==> config.mk <==
export PLATFORM = sky130hd
export DESIGN_NAME = m_cluster_dram_bridge
export DESIGN_NICKNAME = d
export VERILOG_FILES = /design/src/rtl/m_cluster_dram_bridge.sv
export SDC_FILE = /design/constraint.sdc
export NUM_CORES = 1
export LEC_CHECK = 0
export BUFFER_PORTS_ARGS = -buffer_cell sky130_fd_sc_hd__buf_2
export CORE_ASPECT_RATIO = 1.5
export CORE_MARGIN = 2
export CORE_UTILIZATION = 40
export DETAILED_ROUTE_END_ITERATION = 10
export PLACE_DENSITY = 0.72
export SLEW_MARGIN = 20
export SYNTH_ARGS = -nofsm -noshare
export SYNTH_HDL_FRONTEND = slang
export SYNTH_SLANG_ARGS = --single-unit
==> constraint.sdc <==
create_clock -name CLK -period 2 [get_ports CLK]
set_clock_uncertainty 0.2 [all_clocks]
set_input_delay 0.4 -clock CLK [delete_from_list [all_inputs] [get_ports CLK]]
set_output_delay 0.4 -clock CLK [all_outputs]
set_load 0.05 [all_outputs]
==> src/rtl/m_cluster_dram_bridge.sv <==
// Bridges the cluster's single selected-hart memory request onto a valid/ready DRAM port,
// with byte-lane alignment, load extension and misalignment rejection. Optional macro: BRIDGE_TIMEOUT_EN.
module m_cluster_dram_bridge #(
    parameter int TIMEOUT_CYCLES = 1024
) (
    input  logic        CLK,
    input  logic        RST,
    input  logic        w_req_re,
    input  logic        w_req_we,
    input  logic [31:0] w_req_addr,
    input  logic [2:0]  w_req_ctrl,
    input  logic [31:0] w_req_wdata,
    output logic        w_busy,
    output logic        w_resp_valid,
    output logic [31:0] w_rdata,
    output logic        w_misaligned,
    output logic        w_dram_valid,
    input  logic        w_dram_ready,
    output logic        w_dram_we,
    output logic [31:0] w_dram_addr,
    output logic [31:0] w_dram_wdata,
    output logic [3:0]  w_dram_be,
    input  logic        w_dram_rvalid,
    input  logic [31:0] w_dram_rdata,
`ifdef BRIDGE_TIMEOUT_EN
    output logic        w_timeout,
`endif
    output logic [1:0]  w_dbg_state
);

    // Handshake: a DRAM command transfers on a cycle with w_dram_valid && w_dram_ready and is held
    // stable until then; read data returns later on w_dram_rvalid, never in the same cycle as ready.
    typedef enum logic [1:0] {
        S_IDLE   = 2'd0,
        S_REQ    = 2'd1,
        S_WAIT_R = 2'd2,
        S_DONE   = 2'd3
    } state_t;

    state_t      state, next_state;
    logic        req, mis, fire, rd_done, abort;
    logic        we_q, mis_q;
    logic [2:0]  ctrl_q;
    logic [1:0]  off_q;
    logic [31:0] lane, ext, st_data;
    logic [3:0]  st_be;

    assign req         = w_req_re | w_req_we;
    assign fire        = (state == S_REQ) && w_dram_ready;
    assign rd_done     = (state == S_WAIT_R) && w_dram_rvalid;
    assign w_dbg_state = state;

    always_comb begin
        case (w_req_ctrl)
            3'b000, 3'b100: mis = 1'b0;
            3'b001, 3'b101: mis = w_req_addr[0];
            3'b010:         mis = |w_req_addr[1:0];
            default:        mis = 1'b1;
        endcase
    end

    // Store lane placement; reads always enable the full word.
    always_comb begin
        st_be   = 4'b1111;
        st_data = w_req_wdata;
        case (w_req_ctrl[1:0])
            2'b00: begin
                st_be   = 4'b0001 << w_req_addr[1:0];
                st_data = {4{w_req_wdata[7:0]}};
            end
            2'b01: begin
                st_be   = w_req_addr[1] ? 4'b1100 : 4'b0011;
                st_data = {2{w_req_wdata[15:0]}};
            end
            default: ;
        endcase
        if (!w_req_we) st_be = 4'b1111;
    end

    assign lane = w_dram_rdata >> {off_q, 3'b000};

    always_comb begin
        case (ctrl_q)
            3'b000:  ext = {{24{lane[7]}}, lane[7:0]};
            3'b100:  ext = {24'd0, lane[7:0]};
            3'b001:  ext = {{16{lane[15]}}, lane[15:0]};
            3'b101:  ext = {16'd0, lane[15:0]};
            default: ext = w_dram_rdata;
        endcase
    end

`ifdef BRIDGE_TIMEOUT_EN
    logic [31:0] to_cnt;
    logic        timeout_q;

    // >= so a read accepted on the last allowed REQ cycle still aborts in WAIT_R.
    assign abort = ((state == S_REQ && !w_dram_ready) || (state == S_WAIT_R && !w_dram_rvalid))
                   && (to_cnt >= 32'(TIMEOUT_CYCLES - 1));

    always_ff @(posedge CLK) begin
        if (RST) begin
            to_cnt    <= '0;
            timeout_q <= 1'b0;
        end else begin
            if (state != S_REQ && next_state == S_REQ)
                to_cnt <= '0;
            else if (state == S_REQ || state == S_WAIT_R)
                to_cnt <= to_cnt + 32'd1;
            if (abort) timeout_q <= 1'b1;
        end
    end

    assign w_timeout = timeout_q;
`else
    logic unused_timeout_cfg;
    assign abort              = 1'b0;
    assign unused_timeout_cfg = |32'(TIMEOUT_CYCLES);
`endif

    always_ff @(posedge CLK) begin
        if (RST) state <= S_IDLE;
        else     state <= next_state;
    end

    always_comb begin
        next_state = state;
        case (state)
            S_IDLE:   if (req) next_state = mis ? S_DONE : S_REQ;
            S_REQ: begin
                if (fire)       next_state = we_q ? S_DONE : S_WAIT_R;
                else if (abort) next_state = S_DONE;
            end
            S_WAIT_R: if (w_dram_rvalid || abort) next_state = S_DONE;
            S_DONE:   next_state = S_IDLE;
            default:  next_state = S_IDLE;
        endcase
    end

    always_comb begin
        w_dram_valid = (state == S_REQ);
        w_dram_we    = we_q;
        w_resp_valid = (state == S_DONE) && !mis_q;
        w_misaligned = (state == S_DONE) && mis_q;
        w_busy       = !RST && ((state == S_REQ) || (state == S_WAIT_R) || (state == S_IDLE && req));
    end

    always_ff @(posedge CLK) begin
        if (RST) begin
            we_q         <= 1'b0;
            mis_q        <= 1'b0;
            ctrl_q       <= 3'd0;
            off_q        <= 2'd0;
            w_dram_addr  <= '0;
            w_dram_wdata <= '0;
            w_dram_be    <= '0;
            w_rdata      <= '0;
        end else begin
            if (state == S_IDLE && req) begin
                we_q         <= w_req_we;
                mis_q        <= mis;
                ctrl_q       <= w_req_ctrl;
                off_q        <= w_req_addr[1:0];
                w_dram_addr  <= {w_req_addr[31:2], 2'b00};
                w_dram_wdata <= st_data;
                w_dram_be    <= st_be;
            end
            if (rd_done)    w_rdata <= ext;
            else if (abort) w_rdata <= 32'hDEADBEEF;
        end
    end

endmodule

==> summary.md, run 1 <==
| Metric | Value |
|---|---|
| Min Hold Slack | `0.0824 ns` |
| Ports | `212` |
| WL final | `14800 um` |
| Iter 0 DRT Violations | `182` |
| Max-slew violations | `0` |
| CP cell instances | `inv_4, ha_4, nor2b_4, nor2_4, nor2_4, buf_8` |
| Area grow syn2layout | `33.2%` |
| Fraction of registers with async set/reset | `0%` |
| Clk buf depth | `2` |
| Mapped cell area | `0.00488 sq mm` |
| CP most frequent cell | `nor2_4` |
| Total GRT Usage | `22.2%` |
| Worst EP required | `1.40 ns` |
| Vias | `5016` |
| Crit-path leading delay family | `flip-flops` |
| CTS tree | `done` |
| Number of flops mapped to enable cells by yosys | `0` |
| Die area | `0.0131 sq mm` |
| Fmax | `511 MHz` |
| Initial Util | `40.8%` |
| Antenna Nets Post-Route | `0` |
| Buf+Inv Stages, Crit Path | `2` |
| Sink Count | `107` |
| Initial antenna violation count | `1` |
| Hold_sp | `w_req_addr[26]` |
| Post-Synthesis Cells | `610` |
| First-pass GRT wire length | `23400 um` |
| Status | `finished clean` |
| Final hold violation count | `0` |
| Commonest cells post-synth | `nand2_1, dfxtp_1, a21oi_1, nor2_1, o21ai_0` |
| Worst-Skew Late Latency | `0.34 ns` |
| GRT overflow | `0` |
| Core region area | `0.0120 sq mm` |
| Setup TNS Final | `0 ns` |
| Worst hold-check path type | `in2reg` |
| Synth warn | `0` |
| Slowest cell on the critical path | `dfxtp_4` |
| Synth top area share | `43.9%` |
| Lkg Pwr | `0.00293 uW` |
| # hold bufs at CTS | `0` |
| Largest net degree at the start of global routing | `60` |
| CP endpoint kind | `output pin` |
| Die height | `139 um` |
| Unique masters post-synth | `34` |
| Worst flop-to-flop path startpoint | `off_q[1]$_SDFFE_PP0P_` |
| Drt pass-1 iters | `4` |
| Final min period | `1.96 ns` |
| Nets | `911` |
| VDD IR max | `1.40 mV` |
| Kind of critical path | `reg2out` |
| RSZ-0062 raised after global routing | `true` |
| Gpl congestion | `0.856` |
| Top_reg_cell synth | `dfxtp_1` |
| Wire per inst | `15.5 um` |
| Cell type with the highest aggregate area in the netlist | `dfxtp_1` |
| Mean Syn Cell Area | `7.99 sq um` |
| DIE WIDTH | `94.1 um` |
| CTS root buf | `clkbuf_16` |
| H-tree levels | `3` |
| DP HPWL | `10700 um` |
| Power Density | `1630 mW/mm^2` |
| Leading post-synthesis cells by cell area | `dfxtp_1, nand2_1, a21oi_1, mux2i_1, o21ai_0` |
| Vias in the first global route | `4703` |
| # setup viols final | `0` |
| Residual DRC count | `0` |
| Clk slew on worst S/H paths | `0.07 ns` |
| Startpoint types | `flop` |
| Most common cell in the netlist | `nand2_1` |
| Port Buffers | `209` |
| Crit path DAT | `1.36 ns` |
| Site row count | `49` |
| CP max FO | `6` |
| Period utilisation layout | `97.8%` |
| CTS Buf Count | `9` |
| Crit path launch | `w_dbg_state[0]$_SDFFE_PP0P_` |
| Number of synthesized register bits | `107` |
| Share of cells above drive strength 1 | `32.5%` |
| Via density | `5.23` |
| Largest stage delay, worst path | `0.39 ns` |
| Sequential fraction of the synthesis area | `43.9%` |
| Max-capacitance violation count | `0` |
==> sequential cells by signal, summed over array words and instances (netlist names) <==
name,count
w_dram_be,4
w_rdata,32
w_dram_addr,30
ctrl_q,3
off_q,2
w_dbg_state,2
w_dram_wdata,32
mis_q,1
w_dram_we,1
==> layout make-up <==
| cell class | count | area [sq um] |
|---|---|---|
| flip-flops and latches | 107 | 2150 |
| diodes | 1 | 2.50 |
| fillers | 1170 | 5460 |
| clock buffers | 11 | 253 |
| clock inverters | 4 | 33.8 |
| multi-input cells | 444 | 2530 |
| repair buffers | 235 | 1320 |
| well taps | 153 | 191 |
| inverters | 4 | 20.0 |
==> repair_timing <==
action / in CTS / in global routing
pin swaps: 1 / 1
cloned: 0 / 0
resized for setup: 6 / 2
endpoints found under the setup margin: 1 / 2
setup buffers: 2 / 1
==> worst paths after layout <==
check | end | slack [ns] | cells past startpoint
max reg2reg | w_rdata[10]$_SDFFE_PP0P_ | 0.10 | 4
max | w_busy | 0.04 | 6
min | w_dram_addr[26]$_SDFFE_PP0P_ | 0.08 | 3
min reg2reg | w_dram_addr[11]$_SDFFE_PP0P_ | 0.25 | 2
==> through the flow <==
stage | instances | area, sq um | power, uW | setup slack (ns) | util, %
after floorplan | 611 | 4920 | 7380 | -0.143 | -
after global placement | 940 | 6160 | 8770 | 0.0264 | 51.5
after detailed placement | 940 | 6160 | 8810 | -0.00339 | 51.5
after CTS | 957 | 6480 | 10600 | 0.00496 | 54.2
after global routing | 959 | 6500 | 11200 | -0.0257 | 54.3
final | 959 | 6500 | 10600 | 0.0438 | 54.3
==> layer usage <==
metal,part of all wire (%),global-route usage [%]
met1,41,26.4
met2,50,37.2
met3,5.1,5.14
met4,4.1,11.0
met5,0,0
==> report_power, final <==
part / switching (uW) / total [uW] / internal, uW / leakage [uW]
Combinational: 4090 / 5720 / 1620 / 0.00191
Clock: 806 / 1720 / 918 / 0.000139
Sequential: 376 / 3160 / 2780 / 0.000882
==> cell families after synthesis <==
| group | synth area share, % |
|---|---|
| AND/OR/NAND/NOR | 17.9 |
| AO/OA/AOI/OAI | 24.0 |
| flip-flops | 43.9 |
| buffers and inverters | 5.31 |
| multiplexers | 7.49 |
| adder cells (fa/ha/maj) | 1.28 |
| other | 0.0769 |
==> layout by cell type (no fill, tap or decap), types with 3 or more instances in the layout <==
cell type	synthesis	layout
nor3_1	12	12
clkbuf_16	0	9
o32ai_1	16	16
a2bb2oi_1	7	7
nor2b_1	5	4
o2bb2ai_1	7	7
nand3b_1	10	10
buf_12	0	5
dfxtp_1	107	105
a21oi_1	88	88
mux2i_1	32	32
nand2_1	128	128
a211oi_1	11	11
o21ai_0	42	42
buf_2	9	206
nor2_1	50	48
a311oi_1	8	8
buf_4	4	22
ha_1	5	3
o221ai_1	7	7
==> worst reg2reg max path: cells and delay by family (launching register included) <==
family,cells,cell delay (ns)
and+or+nand+nor,1,0.07
muxes,1,0.58
AOI/OAI and AO/OA,2,0.58
DFF,1,0.35
Power figures use the tool's default switching activity.
==> run 2: changes to the inputs <==
--- a/config.mk
+++ b/config.mk
@@ -10,7 +10,9 @@
 export CORE_MARGIN = 2
 export CORE_UTILIZATION = 40
 export DETAILED_ROUTE_END_ITERATION = 10
+export HOLD_SLACK_MARGIN = 0.08
 export PLACE_DENSITY = 0.72
+export REMOVE_ABC_BUFFERS = 1
 export SLEW_MARGIN = 20
 export SYNTH_ARGS = -nofsm -noshare
 export SYNTH_HDL_FRONTEND = slang
==> run 2 against run 1 <==
The flow now finishes with violations (setup timing). Sequential share of layout area down 0.95 points. First-iteration DRC count up 7.7%. Final cell count up 2.1%. Clock-buffer cell count unchanged. Clock power about the same. Core utilization up 1.6 points. Critical endpoint unchanged. Highest routed layer unchanged.
==> summary.md, run 2 (synthesized netlist as in run 1, its figures left out) <==
| Metric | Value |
|---|---|
| Gpl congestion | `0.849 (-0.84%)` |
| Initial Util | `40.8% (unchanged)` |
| Worst-Skew Late Latency | `0.34 ns (about the same)` |
| Hold-critical path depth | `3 (unchanged)` |
| Buf+Inv Stages, Crit Path | `2 (unchanged)` |
| CP endpoint kind | `output pin` |
| Via density | `5.21 (-0.46%)` |
| Iter 0 DRT Violations | `196 (+7.7%)` |
| Clk buf depth | `2 (unchanged)` |
| Startpoint types | `flop` |
| GRT overflow | `0 (unchanged)` |
| Max-capacitance violation count | `0 (unchanged)` |
| Clk slew on worst S/H paths | `0.08 ns (about the same)` |
| Worst EP required | `1.40 ns (about the same)` |
| Share of cells above drive strength 1 | `31.7% (-0.83 points)` |
| Core region area | `0.0120 sq mm (unchanged)` |
| Crit-path leading delay family | `simple AND/OR/NAND/NOR gates` |
| Ports | `212 (unchanged)` |
| Slew headroom | `65.1%` |
| Drt pass-1 iters | `4 (unchanged)` |
| Worst flop-to-flop path startpoint | `w_dbg_state[1]$_SDFFE_PP0P_` |
| DP HPWL | `10600 um (-0.88%)` |
| Worst setup margin | `-0.0198 ns (-0.0637 ns)` |
| RSZ-0062 raised after global routing | `true` |
| Utilization after layout | `55.9% (+1.6 points)` |
| Flop2flop setup slack | `0.07 ns (-0.03 ns)` |
| Diodes inserted | `0 (-1)` |
| DIE WIDTH | `94.1 um (unchanged)` |
| Commonest cells after routing, fill and taps aside | `buf_2, nand2_1, dfxtp_1` |
| Port Buffers | `209 (unchanged)` |
| Biggest regs | `w_dram_wdata (32), w_rdata (32), w_dram_addr (30)` |
| Failing checks | `setup timing` |
| CP cell instances | `inv_4, ha_4, nor2b_4, nor2_1, nor2_1, buf_6` |
| VDD IR max | `0.673 mV (-52%)` |
| Largest net degree at the start of global routing | `88 (+47%)` |
| Area grow syn2layout | `37.2%` |
| Total GRT Usage | `22.1% (-0.20 points)` |
| Most common cell after layout, fill and taps aside | `buf_2` |
| CP max FO | `2 (-4)` |
| H-tree levels | `3 (unchanged)` |
| Antenna Nets Post-Route | `0 (unchanged)` |
| WP depth | `6 (unchanged)` |
| Final min period | `2.02 ns (+0.0637 ns)` |
| CTS Buf Count | `9 (unchanged)` |
| Slowest cell on the critical path | `dfxtp_4` |
| Nets | `931 (+2.2%)` |
| Site row count | `49 (unchanged)` |
| WL final | `14900 um (+0.57%)` |
| Fmax | `495 MHz (-3.2%)` |
| Hold_sp | `w_req_addr[12]` |
| Wire per inst | `15.2 um (-1.5%)` |
| CP most frequent cell | `nor2_1` |
| Die height | `139 um (unchanged)` |
| Lkg Pwr | `0.00302 uW (+3.1%)` |
| CTS tree | `done` |
| Power Density | `1590 mW/mm^2 (-2.6%)` |
| Reg-to-reg endpoint | `w_dbg_state[0]$_SDFFE_PP0P_` |
| Sink Count | `107 (unchanged)` |
| Pre-CTS setup slack | `0.000283 ns (+0.00367 ns)` |
| Crit path DAT | `1.42 ns (+0.06 ns)` |
| Max-slew violations | `0 (unchanged)` |
| R2r worst-path depth | `7 (+3)` |
| Vias | `5097 (+1.6%)` |
| Initial antenna violation count | `0 (-1)` |
| Residual DRC count | `0 (unchanged)` |
| # setup viols final | `1 (+1)` |
| Worst hold-check path type | `in2reg` |
| Worst hold endpoint | `w_dram_addr[12]$_SDFFE_PP0P_` |
| Vias in the first global route | `4798 (+2.0%)` |
| Period utilisation layout | `101% (+3.2 points)` |
| Status | `finished, violations left` |
| CTS root buf | `clkbuf_16` |
| Kind of critical path | `reg2out` |
| Largest stage delay, worst path | `0.35 ns (-0.04 ns)` |
| First-pass GRT wire length | `23200 um (-0.65%)` |
| Die area | `0.0131 sq mm (unchanged)` |
| Worst-Margin Slew | `0.524 ns` |
| Final hold violation count | `0 (unchanged)` |
run 2: changes by cell type in the layout (fill, tap and decap cells not counted), moves of 2 or more:
cell           before  now
nor2_1             48   50
buf_6               0    3
buf_4              22   24
dlygate4sd3_1       0   17
nor2_4              2    0
run 2: timing repair:
item,in CTS,in global routing
hold buffers,17,0
buffers inserted,5,0
endpoints found under the hold margin,17,0
setup endpoints to repair,1,3
pin swaps,3,2
gates resized for setup,13,4
run 2: worst reg2reg max path, delay by kind of cell, from the launching register on:
family | cells | cell delay [ns]
buf+inv | 2 | 0.17
compound gates | 2 | 0.44
simple gates | 2 | 0.49
fa+ha+maj | 1 | 0.20
flops | 1 | 0.36
run 2: metrics by stage:
stage / instance area [sq um] / hold slack, ns / TNS [ns] / std cells / total power, uW
3_5_place_dp: 6150 / 0.244 / 0 / 941 / 8790
5_1_grt: 6690 / 0.0843 / -0.0567 / 979 / 11200
4_1_cts: 6680 / 0.0800 / -0.0322 / 979 / 10700
3_3_place_gp: 6150 / 0.239 / 0 / 941 / 8730
6_report: 6690 / 0.0867 / -0.0198 / 979 / 10600
2_1_floorplan: 4640 / 0.244 / -188.44 / 555 / 6760
run 2: how the worst max path moves through the flow:
| stage | startpoint | to | slack (ns) |
|---|---|---|---|
| after floorplan | w_dbg_state[1]$_SDFFE_PP0P_ | w_busy | -3.14 |
| after global placement | w_dram_rdata[31] | w_rdata[10]$_SDFFE_PP0P_ | 0.03 |
| after detailed placement | w_dram_rdata[31] | w_rdata[10]$_SDFFE_PP0P_ | 0.0003 |
| after CTS | w_dbg_state[1]$_SDFFE_PP0P_ | w_busy | -0.03 |
| after global routing | w_dbg_state[1]$_SDFFE_PP0P_ | w_busy | -0.06 |
| final | w_dbg_state[1]$_SDFFE_PP0P_ | w_busy | -0.02 |
run 2: report_power, final:
group / switching, uW / internal [uW]
combinational: 4100 / 1660
clock: 821 / 898
sequential: 374 / 2780
run 2: final cells by class:
type	count	area, sq um
flip-flops and latches	107	2150
inverters	4	20.0
fillers	1167	5270
clock inverters	5	45.0
repair buffers	255	1530
well taps	153	191
multi-input cells	444	2510
clock buffers	11	243
run 2: metal layers:
layer	routed length, um	track usage [%]
met2	7800	40.8
met4	328	7.55
met5	0	0
met3	879	4.71
met1	5900	24.4
